--- src/rtl/tia_pkg.sv ---
// Shared definitions for token_inject_arbiter: FSM state encoding, default
// token width, DDP token field offsets and the round-robin pointer helper.
package tia_pkg;

    typedef enum logic [1:0] {
        ST_IDLE    = 2'd0,
        ST_SEND    = 2'd1,
        ST_RELEASE = 2'd2
    } tia_state_t;

    localparam int TOKEN_W_DEF = 62;

    // Token layout {lr, uni_opr, mem_wen[1:0], node[13:0], gen[11:0], opr[31:0]}
    localparam int TOK_OPR_LSB     = 0;
    localparam int TOK_OPR_W       = 32;
    localparam int TOK_GEN_LSB     = 32;
    localparam int TOK_GEN_W       = 12;
    localparam int TOK_NODE_LSB    = 44;
    localparam int TOK_NODE_W      = 14;
    localparam int TOK_MEMWEN_LSB  = 58;
    localparam int TOK_MEMWEN_W    = 2;
    localparam int TOK_UNIOPR_BIT  = 60;
    localparam int TOK_LR_BIT      = 61;

    // Next round-robin start position after serving requester idx.
    function automatic int rr_next(input int idx, input int n);
        return (idx >= n - 1) ? 0 : idx + 1;
    endfunction

endpackage

--- src/rtl/token_inject_arbiter_rr_pick.sv ---
// rr_pick: combinational round-robin selector. Returns the first set bit of
// cand_i at or after ptr_i (wrapping N_REQ-1 -> 0) as one-hot plus index.
module rr_pick #(
    parameter int N_REQ = 2,
    parameter int PTR_W = 1
) (
    input  logic [N_REQ-1:0] cand_i,
    input  logic [PTR_W-1:0] ptr_i,
    output logic [N_REQ-1:0] grant_o,
    output logic [PTR_W-1:0] idx_o,
    output logic             valid_o
);

    // Scan offsets from farthest to nearest so the nearest candidate wins.
    always_comb begin
        grant_o = '0;
        idx_o   = '0;
        valid_o = 1'b0;
        for (int i = N_REQ - 1; i >= 0; i--) begin
            automatic int k = (int'(ptr_i) + i) % N_REQ;
            if (cand_i[k]) begin
                grant_o    = '0;
                grant_o[k] = 1'b1;
                idx_o      = PTR_W'(k);
                valid_o    = 1'b1;
            end
        end
    end

endmodule

--- src/rtl/token_inject_arbiter.sv ---
// token_inject_arbiter: round-robin sharing of the single DDP token-injection
// port among N_REQ 4-phase requesters. ack_i is asynchronous and passes
// through a SYNC_STAGES flop chain before any FSM decision.
// Optional feature: define INJ_STAT_EN to add per-requester completed-token
// counters on count_o; otherwise count_o is tied to zero.
module token_inject_arbiter
    import tia_pkg::*;
#(
    parameter int N_REQ       = 2,
    parameter int TOKEN_W     = TOKEN_W_DEF,
    parameter int SYNC_STAGES = 2,
    parameter int CNT_W       = 16
) (
    input  logic                     clk,
    input  logic                     rst,
    input  logic [N_REQ-1:0]         mask_i,
    input  logic [N_REQ-1:0]         send_i,
    input  logic [N_REQ*TOKEN_W-1:0] token_i,
    output logic [N_REQ-1:0]         ack_o,
    output logic                     send_o,
    output logic [TOKEN_W-1:0]       token_o,
    input  logic                     ack_i,
    output logic [N_REQ-1:0]         grant_o,
    output logic                     busy_o,
    output logic [N_REQ*CNT_W-1:0]   count_o
);

    localparam int PTR_W = (N_REQ > 1) ? $clog2(N_REQ) : 1;

    tia_state_t               r_state;
    logic [SYNC_STAGES-1:0]   r_ack_sync;
    logic [PTR_W-1:0]         r_rr_ptr;
    logic [PTR_W-1:0]         r_owner;
    logic                     r_send;
    logic [N_REQ-1:0]         r_ack;
    logic [N_REQ-1:0]         r_grant;
    logic                     r_busy;
    logic [TOKEN_W-1:0]       r_token;

    logic                     w_ack_s;
    logic [N_REQ-1:0]         w_cand;
    logic [N_REQ-1:0]         w_pick;
    logic [PTR_W-1:0]         w_pick_idx;
    logic                     w_pick_valid;
    logic [TOKEN_W-1:0]       w_pick_token;
    logic                     w_release_done;

    assign w_ack_s = r_ack_sync[SYNC_STAGES-1];

    // Requesters still holding an ack are not eligible, and nobody is granted
    // while ack_s is high so SEND always sees a fresh rising edge.
    assign w_cand = send_i & mask_i & ~r_ack & {N_REQ{~w_ack_s}};

    rr_pick #(
        .N_REQ (N_REQ),
        .PTR_W (PTR_W)
    ) u_rr_pick (
        .cand_i  (w_cand),
        .ptr_i   (r_rr_ptr),
        .grant_o (w_pick),
        .idx_o   (w_pick_idx),
        .valid_o (w_pick_valid)
    );

    assign w_pick_token   = token_i[int'(w_pick_idx)*TOKEN_W +: TOKEN_W];
    assign w_release_done = (r_state == ST_RELEASE) && !w_ack_s && !send_i[r_owner];

    // ack_i synchroniser chain into the clk domain.
    always_ff @(posedge clk or posedge rst) begin
        if (rst) begin
            r_ack_sync <= '0;
        end else begin
            r_ack_sync <= {r_ack_sync[SYNC_STAGES-2:0], ack_i};
        end
    end

    // Arbitration / handshake FSM with registered outputs.
    always_ff @(posedge clk or posedge rst) begin
        if (rst) begin
            r_state  <= ST_IDLE;
            r_rr_ptr <= '0;
            r_owner  <= '0;
            r_send   <= 1'b0;
            r_ack    <= '0;
            r_grant  <= '0;
            r_busy   <= 1'b0;
            r_token  <= '0;
        end else begin
            case (r_state)
                ST_IDLE: begin
                    if (w_pick_valid) begin
                        r_token <= w_pick_token;
                        r_grant <= w_pick;
                        r_owner <= w_pick_idx;
                        r_busy  <= 1'b1;
                        r_state <= ST_SEND;
                    end
                end
                ST_SEND: begin
                    // send_o comes up one cycle after the grant and holds
                    // until the synchronised ack arrives.
                    if (w_ack_s) begin
                        r_send         <= 1'b0;
                        r_ack[r_owner] <= 1'b1;
                        r_state        <= ST_RELEASE;
                    end else begin
                        r_send <= 1'b1;
                    end
                end
                ST_RELEASE: begin
                    if (w_release_done) begin
                        r_ack    <= '0;
                        r_grant  <= '0;
                        r_busy   <= 1'b0;
                        r_rr_ptr <= PTR_W'(rr_next(int'(r_owner), N_REQ));
                        r_state  <= ST_IDLE;
                    end
                end
                default: begin
                    r_state <= ST_IDLE;
                end
            endcase
        end
    end

    assign send_o  = r_send;
    assign ack_o   = r_ack;
    assign grant_o = r_grant;
    assign busy_o  = r_busy;
    assign token_o = r_token;

`ifdef INJ_STAT_EN
    genvar gi;
    generate
        for (gi = 0; gi < N_REQ; gi++) begin : g_cnt
            logic [CNT_W-1:0] r_count;

            // Count one completed token when this requester's transfer retires.
            always_ff @(posedge clk or posedge rst) begin
                if (rst) begin
                    r_count <= '0;
                end else if (w_release_done && (int'(r_owner) == gi)) begin
                    r_count <= r_count + 1'b1;
                end
            end

            assign count_o[gi*CNT_W +: CNT_W] = r_count;
        end
    endgenerate
`else
    assign count_o = '0;
`endif

endmodule
--- config.mk ---
export PLATFORM = sky130hd
export DESIGN_NAME = token_inject_arbiter
export DESIGN_NICKNAME = d
export VERILOG_FILES = /design/src/rtl/tia_pkg.sv /design/src/rtl/token_inject_arbiter_rr_pick.sv /design/src/rtl/token_inject_arbiter.sv
export SDC_FILE = /design/constraint.sdc
export NUM_CORES = 1
export LEC_CHECK = 0
export BUFFER_PORTS_ARGS = -buffer_cell sky130_fd_sc_hd__buf_4
export CELL_PAD_IN_SITES_DETAIL_PLACEMENT = 1
export CELL_PAD_IN_SITES_GLOBAL_PLACEMENT = 2
export CORE_ASPECT_RATIO = 1.5
export CORE_MARGIN = 4
export CORE_UTILIZATION = 24
export CTS_CLUSTER_DIAMETER = 80
export DETAILED_ROUTE_END_ITERATION = 16
export PLACE_DENSITY = 0.9
export SLEW_MARGIN = 20
export SYNTH_ARGS = -nofsm -noshare
export SYNTH_HDL_FRONTEND = slang
export SYNTH_HIERARCHICAL = 1
export SYNTH_SLANG_ARGS = --single-unit
--- constraint.sdc ---
create_clock -name clk -period 3.1 [get_ports clk]
set_clock_uncertainty 0.1 [all_clocks]
set_input_delay 0.62 -clock clk [delete_from_list [all_inputs] [get_ports clk]]
set_output_delay 0.62 -clock clk [all_outputs]
set_load 0.1 [all_outputs]
# == Word-level counts from Yosys, hierarchy flattened ==
# Index checks and enable logic that the tools add are counted.
# W data, S select, Z words.
# totals
register_bits,74
latch_bits,0
ram_bits,0
rom_bits,0
inputBits,131
out_inout_bits,100
elab_cells,79
memories,0
# classes
add_sub_neg,2
n_mul,1
div,0
magnitude_cmp,7
eq_ne,5
shift,1
n_mux,32
bitwise,7
reduce_logical,15
# ops
cell,n
$shiftx A124 B8 Y62,1
$mux W1,18
$mux W2,7
$reduce_and A3 Y1,3
$pmux W2 S2,2
$and A2 B2 Y2,3
$mul A1 B5 Y6 const B,1
$pmux W2 S3,1
$logic_and A1 B1 Y1,5
$lt A1 B2 Y1 const B,2
$ne A2 B2 Y1 const B,2
$reduce_and A2 Y1,2
$reduce_bool A2 Y1,2
$demux W1 S1,3
$ge A1 B1 Y1 const B,3
$lt A2 B3 Y1 const B,1
$add A1 B1 Y1 const B,2
$eq A2 B1 Y1 const B,1
$eq A2 B2 Y1 const B,1
$ge A2 B1 Y1 const B,1
$logic_not A1 Y1,2
$logic_not A2 Y1,1
$ne A2 B1 Y1 const B,1
$not A2 Y2,1
4 further kinds,4

# == Depth between registers and ports, before layout ==
# logic_depth
word_depth,10
mapped_depth,9

# == Modules after synthesis ==
# The synthesis kept the hierarchy.
# by_module_without_submodules
mod,n_inst,cells_each,area_per_inst_um2,seq_area_each_um2
token_inject_arbiter,1,347,3598.5,1851.8
rr_pick,1,5,32.5,0.0

# == Least setup slack after synthesis ==
# Ideal clock, no wire load.
# synth_timing
path_type,reg2reg
start,"register r_ack[1], in the netlist ack_o[1]"
end,"register r_token[44], in the netlist token_o[44]"
setup_ps,125
arrival_ps,2240
required_ps,2875
path_slack_ps,636
path_stages_with_launch,9
synth_period_minus_slack_ps,2464
cell_sequence,dfrtp_1 > nor4bb_1 > or2_1 > or3b_1 > buf_6 > buf_6 > buf_6 > nand2_1 > o21ai_1
# synth_between
word_cells_on_any_way,15
classes_between,mul (1); shift (1); mux (9); bitwise (3); reduce/logical (1)
# synth_rtl
item,line_no,source
"start, declared",token_inject_arbiter.sv:35,logic [N_REQ-1:0] r_ack;
"start signal, assigned",token_inject_arbiter.sv:84,r_ack <= '0;
"start signal, assigned by index",token_inject_arbiter.sv:104,r_ack[r_owner] <= 1'b1;
"start signal, assigned",token_inject_arbiter.sv:112,r_ack <= '0;
$not A2 Y2 (*),token_inject_arbiter.sv:52,assign w_cand = send_i & mask_i & ~r_ack & {N_REQ{~w_ack_s}};
$and A2 B2 Y2 (*) (2 in a row),token_inject_arbiter.sv:52,
net w_cand[1],token_inject_arbiter.sv:41,logic [N_REQ-1:0] w_cand;
$mux W1 (implied by the code) (3 in a row),token_inject_arbiter_rr_pick.sv:21,if (cand_i[k]) begin
$mux W1,token_inject_arbiter_rr_pick.sv:21,
$mux W1 (*),token_inject_arbiter_rr_pick.sv:21,
net w_pick_valid,token_inject_arbiter.sv:44,logic w_pick_valid;
$reduce_and A2 Y1 (no source line) (*),n/a,
"end signal, assigned",token_inject_arbiter.sv:92,r_token <= w_pick_token;
"end, declared",token_inject_arbiter.sv:38,logic [TOKEN_W-1:0] r_token;
# Mark *: on every way through the listed nets, which the timed path passes. The rest lies on a longest branch. The select of a mux whose other input is x is not followed.
# A chain may end at the register's enable or synchronous reset.

# == Worst setup path after layout ==
# layout_timing
start,register r_ack_sync[1]
end,"register r_token[60], in the netlist token_o[60]"
# layout_between
word_cells_on_any_way,14
classes_between,mul (1); shift (1); mux (9); bitwise (2); reduce/logical (1)
# layout_rtl
item,line_no,source
"start, declared",token_inject_arbiter.sv:31,logic [SYNC_STAGES-1:0] r_ack_sync;
"start signal, assigned",token_inject_arbiter.sv:73,"r_ack_sync <= {r_ack_sync[SYNC_STAGES-2:0], ack_i};"
$not A1 Y1 (*),token_inject_arbiter.sv:52,
$and A2 B2 Y2 (*),token_inject_arbiter.sv:52,
net w_cand[1],token_inject_arbiter.sv:41,
$mux W1 (implied by the code) (3 in a row),token_inject_arbiter_rr_pick.sv:21,
$mux W1,token_inject_arbiter_rr_pick.sv:21,
$mux W1 (*),token_inject_arbiter_rr_pick.sv:21,
net w_pick_valid,token_inject_arbiter.sv:44,
$reduce_and A2 Y1 (no source line) (*),n/a,
# Marks and branches as above.

==> summary.md <==
| Metric | Value |
|---|---|
| Post-CTS repair timing setup buffer count | `0` |
| TritonCTS clock tree | `built` |
| Post-Route WL | `between 10000 and 15000 um` |
| Worst setup SP type | `flop` |
| Final count of hold timing violations | `0` |
| Uppermost routed layer | `met4` |
| Number of buffers on the longest clock path | `2` |
| Core area | `between 10000 and 15000 um2` |
| H-tree levels | `3` |
| Average detailed-routed wire length per instance | `between 10 and 15 um` |
| Number of global-route vias before repair | `3285` |
| Post-layout net count | `673` |
| Min Tclk post-route | `~2400 ps` |
| Routed met1 length | `between 3000 and 4000 um` |
| Largest net degree at the start of global routing | `around 130` |
| Met2 Routed Length | `around 6100 um` |
| Height of the die | `158.6 um` |
| Layout cell share with drive strength beyond 1 | `around two fifths` |
| Mean Syn Cell Area | `10.32 um2` |
| CP Capture Type | `flop` |
| Vias after detailed routing | `about 3100` |
| Final weighted congestion in routability-driven placement | `~0.7` |
| Post-synthesis register bit count | `74` |
| Layout-stage area growth over the synthesis result | `51.59%` |
| Setup slack of the critical path after layout | `a little under 700 ps` |
| Total of endpoints with negative setup slack in the final report | `0` |
| Final setup TNS | `0 ps` |
| Antenna fix cells | `0` |
| Grt ovf | `0` |
| Detailed-route vias per instance | `roughly 4.2` |
| Dominant cell type by area after synthesis | `sky130_fd_sc_hd__dfrtp_1` |
| Final max-slew violation count | `0` |
| Arrival time of the worst setup path | `between 2000 and 2500 ps` |
| R2R cell count | `6` |
| Number of DRC violations after detailed-routing iteration 0 | `between 40 and 50` |
| IO Count | `between 200 and 250` |
| Fraction of post-synthesis cell area in the top cell type by area | `between 50% and 60%` |
| Routed Antenna Nets | `0` |
| Seq/Total Area, Yosys | `around 51%` |
| Instance count of the mapped netlist | `about 350` |
| Hold Path Stages | `0` |
| Share of the core filled with cells | `a little under two fifths` |
| Total global routing track utilization | `between 10% and 20%` |
| Row count | `54` |
| Pin slew with the least headroom to its limit | `approximately 540 ps` |
| Area contributors post-synth | `sky130_fd_sc_hd__dfrtp_1, sky130_fd_sc_hd__mux2i_1, sky130_fd_sc_hd__nand2_1` |
| Global-route wire length before repair | `roughly 16000 um` |
| Setup Slack @ Placement | `between 500 and 600 ps` |
| Antenna violations before repair | `0` |
| Number of maximum-capacitance constraint violations | `0` |
| Final non-filler cell total | `between 700 and 800` |
| First-pass DRT Iterations | `4` |
| Status | `finished, final reports clean` |
| Clk sinks | `74` |
| Buffer type at the clock tree root | `sky130_fd_sc_hd__clkbuf_16` |
| Post-Syn Area | `3631 um2` |
| Required time worst endpoint | `~3200 ps` |
| Distinct cells, synth | `27` |
| Number of buffers created by CTS | `9` |
| Yosys warning total | `6` |
| WS Path Type | `reg -> reg` |
| Initial Utilization | `24.65%` |
| Max-Slew Margin vs Limit | `a little under two thirds` |
| Highest clock frequency the design can meet | `a little over 400 MHz` |
| Unrepaired setup endpoints after global routing | `false` |
| Clock transition time at the flip-flop clock pins of the worst setup and hold paths | `60 ps` |
| Placed cells | `a little over 700` |
| Area enclosed by the die boundary | `between 15000 and 20000 um2` |
| DRC errors left | `0` |
| Worst hold path type | `reg -> reg` |
| Hold-fix buffers, CTS | `0` |
| Count of input and output buffers | `between 150 and 200` |
| Die Wd | `roughly 110 um` |
| Total of cells resized after clock tree synthesis | `0` |
| Maximum fanout count along the critical path | `128` |
| Insertion delay of the later-clocked pin in the worst-skew pair | `about 330 ps` |
| Total length of routed met3 wires | `just over 900 um` |
| Total half-perimeter wirelength after legalization and detailed placement | `~8700 um` |
| Ratio of final minimum period to clock period | `roughly 78%` |
-- synth_stat cells --
cell type and instances:
sky130_fd_sc_hd__dfrtp_1 74, sky130_fd_sc_hd__nand2_1 69, sky130_fd_sc_hd__mux2i_1 64, sky130_fd_sc_hd__o21ai_0 48
sky130_fd_sc_hd__buf_4 33, sky130_fd_sc_hd__o21ai_1 18, sky130_fd_sc_hd__buf_2 12, sky130_fd_sc_hd__inv_1 5
sky130_fd_sc_hd__buf_6 4, sky130_fd_sc_hd__clkbuf_2 4, sky130_fd_sc_hd__nor2_1 3, sky130_fd_sc_hd__a21boi_1 2
sky130_fd_sc_hd__nor2b_1 2, sky130_fd_sc_hd__a2111oi_4 1, sky130_fd_sc_hd__a31oi_1 1, sky130_fd_sc_hd__clkbuf_1 1
sky130_fd_sc_hd__conb_1 1, sky130_fd_sc_hd__mux2_2 1, sky130_fd_sc_hd__nand2b_1 1, sky130_fd_sc_hd__nand3_1 1
sky130_fd_sc_hd__nand3b_1 1, sky130_fd_sc_hd__nor3_1 1, sky130_fd_sc_hd__nor3b_1 1, sky130_fd_sc_hd__nor4bb_1 1
sky130_fd_sc_hd__o21ba_2 1, sky130_fd_sc_hd__or2_1 1, sky130_fd_sc_hd__or3b_1 1
-- final cells by class --
class                           count  area [um2]
Tap cell                          196       245.2
Clock inverter                      6       90.09
Sequential cell                    74        1852
Inverter                            5       20.02
Multi-Input combinational cell    250        1514
Timing Repair Buffer              202        1554
Fill cell                        1733        9225
Clock buffer                       10       229.0
-- cell families after synthesis --
family	synth area share, %
AO/OA/AOI/OAI	10.72
buffers and inverters	10.89
multiplexers	17.95
flip-flops	51.00
other	0.1033
AND/OR/NAND/NOR	9.339
-- flip-flops by register name, indices dropped and copies added (netlist names) --
register and cells:
ack_o 2, busy_o 1, grant_o 2, r_ack_sync 2, r_owner 1, r_rr_ptr 1, r_state 2, send_o 1
token_o 62
-- critical path, cell delays in order (launching register included) --
cell	delay [ps]
sky130_fd_sc_hd__dfrtp_1	460
sky130_fd_sc_hd__nor4bb_1	520
sky130_fd_sc_hd__or2_1	220
sky130_fd_sc_hd__or3b_4	400
sky130_fd_sc_hd__buf_12	230
sky130_fd_sc_hd__nand2_1	150
sky130_fd_sc_hd__o21ai_0	90
-- through the flow --
step / hold WS (ps) / instance area (um2)
2_1_floorplan: 231.2 / 3747
6_report: 257.0 / 5504
3_5_place_dp: 245.7 / 5185
5_1_grt: 277.5 / 5504
4_1_cts: 260.8 / 5504
3_3_place_gp: 235.2 / 5185
-- placed cells by master, fill, tap and decap left out, types with 2 or more instances in the layout --
cell type	instances
sky130_fd_sc_hd__buf_4	199
sky130_fd_sc_hd__dfrtp_1	74
sky130_fd_sc_hd__nand2_1	69
sky130_fd_sc_hd__mux2i_1	64
sky130_fd_sc_hd__o21ai_0	48
sky130_fd_sc_hd__conb_1	32
sky130_fd_sc_hd__o21ai_1	18
sky130_fd_sc_hd__clkbuf_16	9
sky130_fd_sc_hd__inv_1	4
sky130_fd_sc_hd__nor2_1	3
sky130_fd_sc_hd__buf_12	3
sky130_fd_sc_hd__nor2b_1	2
sky130_fd_sc_hd__clkinv_2	2
sky130_fd_sc_hd__bufinv_16	2
-- final timing paths --
path,start,end,slack (ps)
min in group asynchronous,rst,token_o[19],270
min reg2reg,r_ack_sync[0],r_ack_sync[1],260
max reg2reg,r_ack_sync[1],token_o[60],690
min,r_ack_sync[0],r_ack_sync[1],260
max,r_ack_sync[1],token_o[60],690
max in group asynchronous,rst,token_o[51],2310
-- metal layers --
metal  GRT usage, %  vias to the layer above
met5              0                        -
met4          4.513                        0
met3          3.408                       13
met2          23.49                      150
met1          11.96                     1459
li1               -                     1501
Power is not shown: default switching activity piles up to over one toggle a cycle in this logic, so the estimate is an artifact.
